`src/rtl/rv32_pkg.sv`:
```
// Shared types and defaults for the RV32 pipeline control logic.
// Holds the controller FSM states and the per-cycle hazard resolution helper.
package rv32_pkg;

    typedef enum logic [1:0] {
        BOOT,
        RUN,
        MEM_WAIT
    } ctrl_state_e;

    typedef enum logic [1:0] {
        ACT_ADVANCE,
        ACT_MEM_WAIT,
        ACT_BRANCH,
        ACT_LOAD_USE
    } ctrl_action_e;

    localparam int MEM_WAIT_MAX_DEFAULT = 255;

    // A memory wait freezes everything upstream, so it beats a redirect;
    // a redirect kills the stalled instruction, so it beats a load-use bubble.
    function automatic ctrl_action_e pick_action(logic mw, logic br, logic lu);
        ctrl_action_e act;
        if (mw) begin
            act = ACT_MEM_WAIT;
        end else if (br) begin
            act = ACT_BRANCH;
        end else if (lu) begin
            act = ACT_LOAD_USE;
        end else begin
            act = ACT_ADVANCE;
        end
        return act;
    endfunction

endpackage

```
`src/rtl/pipeline_ctrl_if.sv`:
```
// Hazard requests into the pipeline controller and the enables, valids and
// performance counters it drives back to the datapath.
interface pipeline_ctrl_if;

    logic        load_use_stall_i;
    logic        branch_taken_i;
    logic        dmem_busy_i;

    logic        pc_en_o;
    logic        id_en_o;
    logic        ex_en_o;
    logic        mem_en_o;
    logic        wb_en_o;
    logic        pc_redirect_o;

    logic        id_valid_o;
    logic        ex_valid_o;
    logic        mem_valid_o;
    logic        wb_valid_o;

    logic [31:0] stall_cycles_o;
    logic [31:0] flush_count_o;
    logic        mem_timeout_o;

    modport master (
        input  load_use_stall_i, branch_taken_i, dmem_busy_i,
        output pc_en_o, id_en_o, ex_en_o, mem_en_o, wb_en_o, pc_redirect_o,
        output id_valid_o, ex_valid_o, mem_valid_o, wb_valid_o,
        output stall_cycles_o, flush_count_o, mem_timeout_o
    );

    modport slave (
        output load_use_stall_i, branch_taken_i, dmem_busy_i,
        input  pc_en_o, id_en_o, ex_en_o, mem_en_o, wb_en_o, pc_redirect_o,
        input  id_valid_o, ex_valid_o, mem_valid_o, wb_valid_o,
        input  stall_cycles_o, flush_count_o, mem_timeout_o
    );

endinterface

```
`src/rtl/perf_counter.sv`:
```
// 32-bit wrapping event counter with synchronous clear.
module perf_counter (
    input  logic        clk,
    input  logic        srst,
    input  logic        inc,
    output logic [31:0] count
);

    logic [31:0] count_reg;

    always_ff @(posedge clk) begin
        if (srst) begin
            count_reg <= '0;
        end else if (inc) begin
            count_reg <= count_reg + 32'd1;
        end
    end

    assign count = count_reg;

endmodule

```
`src/rtl/pipeline_ctrl.sv`:
```
// Five-stage pipeline controller: resolves memory-wait, redirect and load-use
// hazards into register enables and per-stage valid bits.
module pipeline_ctrl #(
    parameter int MEM_WAIT_MAX = rv32_pkg::MEM_WAIT_MAX_DEFAULT
) (
    input  logic            clk_i,
    input  logic            rst_i,
    pipeline_ctrl_if.master ctrl
);
    import rv32_pkg::*;

    localparam logic [31:0] WAIT_MAX = 32'(MEM_WAIT_MAX);

    ctrl_state_e  state_reg, state_next;
    ctrl_action_e action;

    logic id_valid_reg, id_valid_next;
    logic ex_valid_reg, ex_valid_next;
    logic mem_valid_reg, mem_valid_next;
    logic wb_valid_reg, wb_valid_next;

    logic [31:0] wait_cnt_reg, wait_cnt_next;
    logic        mem_timeout_reg, mem_timeout_next;

    logic pc_en, id_en, ex_en, mem_en, wb_en, pc_redirect, flush_inc;
    logic lu, br, mw;

    // Raw requests only count when the stages they refer to hold live work.
    assign lu = ctrl.load_use_stall_i & id_valid_reg & ex_valid_reg;
    assign br = ctrl.branch_taken_i & ex_valid_reg;
    assign mw = ctrl.dmem_busy_i & mem_valid_reg;
    assign action = pick_action(mw, br, lu);

    always_comb begin
        state_next     = state_reg;
        id_valid_next  = id_valid_reg;
        ex_valid_next  = ex_valid_reg;
        mem_valid_next = mem_valid_reg;
        wb_valid_next  = wb_valid_reg;
        pc_en          = 1'b0;
        id_en          = 1'b0;
        ex_en          = 1'b0;
        mem_en         = 1'b0;
        wb_en          = 1'b0;
        pc_redirect    = 1'b0;
        flush_inc      = 1'b0;
        if (!rst_i) begin
            case (state_reg)
                BOOT: begin
                    {pc_en, id_en, ex_en, mem_en, wb_en} = 5'b11111;
                    id_valid_next  = 1'b0;
                    ex_valid_next  = id_valid_reg;
                    mem_valid_next = ex_valid_reg;
                    wb_valid_next  = mem_valid_reg;
                    state_next     = RUN;
                end
                default: begin
                    state_next = RUN;
                    case (action)
                        ACT_MEM_WAIT: begin
                            wb_en         = 1'b1;
                            wb_valid_next = 1'b0;
                            state_next    = MEM_WAIT;
                        end
                        ACT_BRANCH: begin
                            {pc_en, id_en, ex_en, mem_en, wb_en} = 5'b11111;
                            pc_redirect    = 1'b1;
                            flush_inc      = 1'b1;
                            id_valid_next  = 1'b0;
                            ex_valid_next  = 1'b0;
                            mem_valid_next = 1'b1;
                            wb_valid_next  = mem_valid_reg;
                        end
                        ACT_LOAD_USE: begin
                            {ex_en, mem_en, wb_en} = 3'b111;
                            ex_valid_next  = 1'b0;
                            mem_valid_next = ex_valid_reg;
                            wb_valid_next  = mem_valid_reg;
                        end
                        default: begin
                            {pc_en, id_en, ex_en, mem_en, wb_en} = 5'b11111;
                            id_valid_next  = 1'b1;
                            ex_valid_next  = id_valid_reg;
                            mem_valid_next = ex_valid_reg;
                            wb_valid_next  = mem_valid_reg;
                        end
                    endcase
                end
            endcase
        end
    end

    // Consecutive-wait counter saturates; the timeout flag is sticky and the
    // pipeline keeps waiting regardless.
    always_comb begin
        wait_cnt_next = '0;
        if (mw) begin
            wait_cnt_next = (wait_cnt_reg >= WAIT_MAX) ? WAIT_MAX : wait_cnt_reg + 32'd1;
        end
        mem_timeout_next = mem_timeout_reg | (mw && (wait_cnt_next == WAIT_MAX));
    end

    always_ff @(posedge clk_i) begin
        if (rst_i) begin
            state_reg       <= BOOT;
            id_valid_reg    <= 1'b0;
            ex_valid_reg    <= 1'b0;
            mem_valid_reg   <= 1'b0;
            wb_valid_reg    <= 1'b0;
            wait_cnt_reg    <= '0;
            mem_timeout_reg <= 1'b0;
        end else begin
            state_reg       <= state_next;
            id_valid_reg    <= id_valid_next;
            ex_valid_reg    <= ex_valid_next;
            mem_valid_reg   <= mem_valid_next;
            wb_valid_reg    <= wb_valid_next;
            wait_cnt_reg    <= wait_cnt_next;
            mem_timeout_reg <= mem_timeout_next;
        end
    end

    logic [1:0]  cnt_inc;
    logic [31:0] cnt_val [2];

    assign cnt_inc[0] = ~rst_i & ~pc_en;
    assign cnt_inc[1] = flush_inc;

    generate
        for (genvar gi = 0; gi < 2; gi++) begin : g_perf
            perf_counter u_cnt (
                .clk   (clk_i),
                .srst  (rst_i),
                .inc   (cnt_inc[gi]),
                .count (cnt_val[gi])
            );
        end
    endgenerate

    assign ctrl.pc_en_o        = pc_en;
    assign ctrl.id_en_o        = id_en;
    assign ctrl.ex_en_o        = ex_en;
    assign ctrl.mem_en_o       = mem_en;
    assign ctrl.wb_en_o        = wb_en;
    assign ctrl.pc_redirect_o  = pc_redirect;
    assign ctrl.id_valid_o     = id_valid_reg;
    assign ctrl.ex_valid_o     = ex_valid_reg;
    assign ctrl.mem_valid_o    = mem_valid_reg;
    assign ctrl.wb_valid_o     = wb_valid_reg;
    assign ctrl.stall_cycles_o = cnt_val[0];
    assign ctrl.flush_count_o  = cnt_val[1];
    assign ctrl.mem_timeout_o  = mem_timeout_reg;

endmodule

```
`src/flat_wrapper.sv`:
```
// flat-port wrapper written by rule: the top's interface ports become plain ports
module pipeline_ctrl_flat import rv32_pkg::*;
#(
    parameter int MEM_WAIT_MAX = rv32_pkg::MEM_WAIT_MAX_DEFAULT
)
  (clk_i, rst_i, ctrl_load_use_stall_i, ctrl_branch_taken_i, ctrl_dmem_busy_i, ctrl_pc_en_o, ctrl_id_en_o, ctrl_ex_en_o, ctrl_mem_en_o, ctrl_wb_en_o, ctrl_pc_redirect_o, ctrl_id_valid_o, ctrl_ex_valid_o, ctrl_mem_valid_o, ctrl_wb_valid_o, ctrl_stall_cycles_o, ctrl_flush_count_o, ctrl_mem_timeout_o);
  pipeline_ctrl_if ctrl_i ();
  input  logic clk_i;
  input  logic rst_i;
  input wire logic [$bits(ctrl_i.load_use_stall_i)-1:0] ctrl_load_use_stall_i;
  input wire logic [$bits(ctrl_i.branch_taken_i)-1:0] ctrl_branch_taken_i;
  input wire logic [$bits(ctrl_i.dmem_busy_i)-1:0] ctrl_dmem_busy_i;
  output wire logic [$bits(ctrl_i.pc_en_o)-1:0] ctrl_pc_en_o;
  output wire logic [$bits(ctrl_i.id_en_o)-1:0] ctrl_id_en_o;
  output wire logic [$bits(ctrl_i.ex_en_o)-1:0] ctrl_ex_en_o;
  output wire logic [$bits(ctrl_i.mem_en_o)-1:0] ctrl_mem_en_o;
  output wire logic [$bits(ctrl_i.wb_en_o)-1:0] ctrl_wb_en_o;
  output wire logic [$bits(ctrl_i.pc_redirect_o)-1:0] ctrl_pc_redirect_o;
  output wire logic [$bits(ctrl_i.id_valid_o)-1:0] ctrl_id_valid_o;
  output wire logic [$bits(ctrl_i.ex_valid_o)-1:0] ctrl_ex_valid_o;
  output wire logic [$bits(ctrl_i.mem_valid_o)-1:0] ctrl_mem_valid_o;
  output wire logic [$bits(ctrl_i.wb_valid_o)-1:0] ctrl_wb_valid_o;
  output wire logic [$bits(ctrl_i.stall_cycles_o)-1:0] ctrl_stall_cycles_o;
  output wire logic [$bits(ctrl_i.flush_count_o)-1:0] ctrl_flush_count_o;
  output wire logic [$bits(ctrl_i.mem_timeout_o)-1:0] ctrl_mem_timeout_o;
  assign ctrl_i.load_use_stall_i = ctrl_load_use_stall_i;
  assign ctrl_i.branch_taken_i = ctrl_branch_taken_i;
  assign ctrl_i.dmem_busy_i = ctrl_dmem_busy_i;
  assign ctrl_pc_en_o = ctrl_i.pc_en_o;
  assign ctrl_id_en_o = ctrl_i.id_en_o;
  assign ctrl_ex_en_o = ctrl_i.ex_en_o;
  assign ctrl_mem_en_o = ctrl_i.mem_en_o;
  assign ctrl_wb_en_o = ctrl_i.wb_en_o;
  assign ctrl_pc_redirect_o = ctrl_i.pc_redirect_o;
  assign ctrl_id_valid_o = ctrl_i.id_valid_o;
  assign ctrl_ex_valid_o = ctrl_i.ex_valid_o;
  assign ctrl_mem_valid_o = ctrl_i.mem_valid_o;
  assign ctrl_wb_valid_o = ctrl_i.wb_valid_o;
  assign ctrl_stall_cycles_o = ctrl_i.stall_cycles_o;
  assign ctrl_flush_count_o = ctrl_i.flush_count_o;
  assign ctrl_mem_timeout_o = ctrl_i.mem_timeout_o;
  pipeline_ctrl #(.MEM_WAIT_MAX(MEM_WAIT_MAX)) u_core (.clk_i(clk_i), .rst_i(rst_i), .ctrl(ctrl_i));
endmodule
```
`config.mk`:
```
export PLATFORM = sky130hd
export DESIGN_NAME = pipeline_ctrl_flat
export DESIGN_NICKNAME = d
export VERILOG_FILES = /design/src/rtl/rv32_pkg.sv /design/src/rtl/pipeline_ctrl_if.sv /design/src/rtl/perf_counter.sv /design/src/rtl/pipeline_ctrl.sv /design/src/flat_wrapper.sv
export SDC_FILE = /design/constraint.sdc
export NUM_CORES = 1
export LEC_CHECK = 0
export BUFFER_PORTS_ARGS = -buffer_cell sky130_fd_sc_hd__buf_2
export CAP_MARGIN = 20
export CELL_PAD_IN_SITES_DETAIL_PLACEMENT = 1
export CELL_PAD_IN_SITES_GLOBAL_PLACEMENT = 2
export CORE_UTILIZATION = 36
export CTS_CLUSTER_SIZE = 10
export DETAILED_ROUTE_END_ITERATION = 7
export GPL_ROUTABILITY_DRIVEN = 0
export PLACE_DENSITY_LB_ADDON = 0.1
export SLEW_MARGIN = 20
export SYNTH_ARGS = -nofsm -noshare
export SYNTH_HDL_FRONTEND = slang
export SYNTH_SLANG_ARGS = --single-unit
```
`constraint.sdc`:
```
create_clock -name clk_i -period 5.1 [get_ports clk_i]
set_input_delay 0.765 -clock clk_i [delete_from_list [all_inputs] [get_ports clk_i]]
set_output_delay 0.765 -clock clk_i [all_outputs]
set_load 0.03 [all_outputs]
```
==> results.json <==
{
  "top_layer": "met4",
  "min_period_ns": 2.74,
  "die_area_sq_um": 11900,
  "worst_slack_ns": 2.36,
  "final_cells": 686,
  "cts_root_buffer": "clkbuf_16",
  "cp-start-kind": "input port",
  "pre_cts_ws_ns": 2.31,
  "hold_violations": 0,
  "route.met3.wl_microns": 362,
  "drive_gt1_share_pct": 19.6,
  "grt_pass1_vias": 3342,
  "wl_mm": 10.2,
  "cts_tree": "built",
  "vias": 3460,
  "crit_fanout": 68,
  "yosys_warnings": 0,
  "fin_nets": 549,
  "final_util_pct": 45.8,
  "worstMarginPinSlew_ns": 0.864,
  "p_sw_mw": 0.392,
  "wl_met1_mm": 4.95,
  "wl_per_cell_microns": 14.9,
  "switching_share_pct": 25.0,
  "crit_path_max_incr_delay_ns": 0.57,
  "post-cts-setup-buffer-count": 0,
  "clockPowerShare_pct": 45.1,
  "drv_slew": 0,
  "yosysSeqAreaShare_pct": 50.1,
  "netlist.area_leader.share_pct": 50.1,
  "final.setup.tns_ns": 0,
  "initial_core_util_pct": 37.5,
  "antenna_found_initial": 0,
  "numPortBuffers": 79,
  "synth_top_cells_by_area": "dfxtp_1 (50%), xor2_1 (8.1%), nor2_1 (6.2%), nand4_1 (4.3%), xnor2_1 (3.6%)",
  "cp.required_ns": 4.34,
  "vdd_drop_max_uv": 195,
  "grt_usage_pct": 18.3,
  "ios": 80,
  "fp.dieW_microns": 109,
  "clock_path_buffers": 2,
  "synth_area_leader_cell": "dfxtp_1",
  "hold_slack_ns": 0.481,
  "die_h_microns": 109,
  "clk_latency_ns": 0.36,
  "met2_length_mm": 4.73,
  "fmax_mhz": 365,
  "ctsHoldBuffers": 0,
  "coreArea_sq_um": 11000,
  "clk_pin_slew_worst_paths_ns": 0.08,
  "ctsHtreeMaxLevel": 3,
  "hp-class": "flop to flop",
  "synthCells": 444,
  "grt_pass1_wl_mm": 16.6,
  "fin_skew_ns": 0.00917,
  "fill_cells": 1316,
  "cp-end-kind": "primary output",
  "power.density_nw_per_um2": 312,
  "p_int_mw": 1.18,
  "drv_cap": 0,
  "clkSinkCount": 103,
  "synth_area_per_cell_sq_um": 9.28,
  "viasPerCell": 5.04,
  "synth-seq-cells": 103,
  "grt_max_degree": 69,
  "n_antenna_cell": 0,
  "cts_made_buffers": 9,
  "grt_setup_unrepaired": "false",
  "comb_power_share_pct": 2.5,
  "cp_cell_sequence": "buf_2 -> buf_4 -> inv_1 -> buf_2",
  "status": "complete, no violations",
  "firstDrtPassIters": 4,
  "cts_resized": 0,
  "num_rows": 38,
  "drc_errors": 0,
  "largest_register_ffs": 64,
  "grt-ovfl-total": 0,
  "worst-setup-path-type": "input port to primary output",
  "synth_cell_types": 42,
  "syn2layout_area_growth_pct": 22.1,
  "place_inst": 670,
  "synthesis.area_sq_um": 4120,
  "ant_nets": 0,
  "finalCritPeriodShare_pct": 53.7,
  "relSlewSlack_pct": 42.3,
  "hpwl_mm": 7.00,
  "drt-initial-drc-count": 115,
  "setup_violations": 0,
  "cp_common_cell": "buf_2",
  "leakagePower_nw": 2.06,
  "cpMaxStageDelayCell": "buf_4",
  "seqPwrFrac_pct": 52.4,
  "arrival_ns": 1.97
}
## metal layers
| metal | global-route usage, % | vias to the layer above |
|---|---|---|
| met1 | 24.5 | 1677 |
| met5 | 0 | - |
| met4 | 6.95 | 0 |
| li1 | - | 1721 |
| met3 | 4.00 | 12 |
| met2 | 28.5 | 50 |
## logic make-up (layout without fill, tap and decap cells)
logic type | after synthesis | in the layout | share of synthesized area (%)
flip-flops | 103 | 103 | 50.1
XOR/XNOR | 55 | 55 | 11.7
AND/OR/NAND/NOR | 208 | 208 | 26.8
multiplexers | 4 | 4 | 1.00
buffers and inverters | 26 | 105 | 2.61
adder cells (fa/ha/maj) | 3 | 3 | 0.911
AO/OA/AOI/OAI | 44 | 44 | 6.80
other | 1 | 24 | 0.0910
## final timing paths
check	start	to	slack (ns)	cells past startpoint
hold / removal	u_core.wait_cnt_reg[0]	u_core.wait_cnt_reg[0]	0.48	1
hold reg to reg	u_core.wait_cnt_reg[0]	u_core.wait_cnt_reg[0]	0.48	1
setup reg to reg	u_core.g_perf[1].u_cnt.count[3]	u_core.g_perf[1].u_cnt.count[22]	2.84	5
setup / recovery	rst_i	ctrl_wb_en_o	2.36	4
## power groups by stage
stage / Combinational (mW) / Clock [mW] / Sequential (mW)
final: 0.0387 / 0.708 / 0.823
after floorplan: 0.0245 / 0 / 0.844
after global placement: 0.0383 / 0 / 0.842
after CTS: 0.0388 / 0.727 / 0.823
after global routing: 0.0437 / 0.756 / 0.825
after detailed placement: 0.0387 / 0 / 0.842
## cell usage after synthesis
library cell and number:
nor3b_1 1, and3_1 11, nand4b_4 1, nand3_1 18, nand3_2 1, buf_4 2
nor4_1 11, a311oi_1 1, mux2_1 1, nor2_1 68, dfxtp_1 103, buf_2 2
a2111oi_2 1, a21oi_1 20, nor4_2 1, clkbuf_1 13, a211oi_1 1, ha_1 3
a22oi_1 1, nor3_1 6, nand4_1 28, or3_1 7, o21ai_0 14, nand4b_1 4
nor2b_1 1, inv_1 8, o21bai_2 1, or4_1 3, a31o_2 1, and2_1 3
nand2_1 33, xnor2_1 17, nor4_4 1, nor3b_2 1, a2111oi_4 1, and4_1 9
xor2_1 38, buf_1 1, o21a_1 2, conb_1 1, mux2i_1 3, a211o_1 1
## worst max-delay path: cells and delay by family
| kind | cells | cell delay (ns) |
|---|---|---|
| buf+inv | 4 | 1.20 |
## cells in the final DEF (no fill, tap or decap), types with 2 or more instances in the layout
| cell | count |
|---|---|
| xnor2_1 | 17 |
| clkbuf_16 | 9 |
| xor2_1 | 38 |
| nand3_1 | 18 |
| and4_1 | 9 |
| or4_1 | 3 |
| nand4_1 | 28 |
| buf_2 | 79 |
| conb_1 | 24 |
| nand4b_1 | 4 |
| and3_1 | 11 |
| buf_4 | 2 |
| inv_8 | 3 |
| a21oi_1 | 20 |
| and2_1 | 3 |
| inv_1 | 8 |
| clkinv_8 | 2 |
| ha_1 | 3 |
| o21a_1 | 2 |
| mux2i_1 | 3 |
| nand2_1 | 33 |
| or3_1 | 7 |
| nor3_1 | 6 |
| nor4_1 | 11 |
| nor2_1 | 68 |
| o21ai_0 | 14 |
| dfxtp_1 | 103 |
## area by class of cell
class                      count  area, sq um  area share, %
clock buffer                   9          225           4.48
clock inverter                 7         82.6           1.64
timing repair buffer          81          410           8.16
inverter                       8         30.0          0.597
sequential                   103         2060           41.0
tap                          140          175           3.48
multi-input combinational    338         2040           40.6
## metrics by stage
step | area, sq um | total power [mW]
after floorplan | 4210 | 0.869
after global placement | 4710 | 0.880
after detailed placement | 4710 | 0.881
after CTS | 5020 | 1.59
after global routing | 5030 | 1.62
final | 5030 | 1.57
No activity file was read; power rests on OpenSTA's default activity.
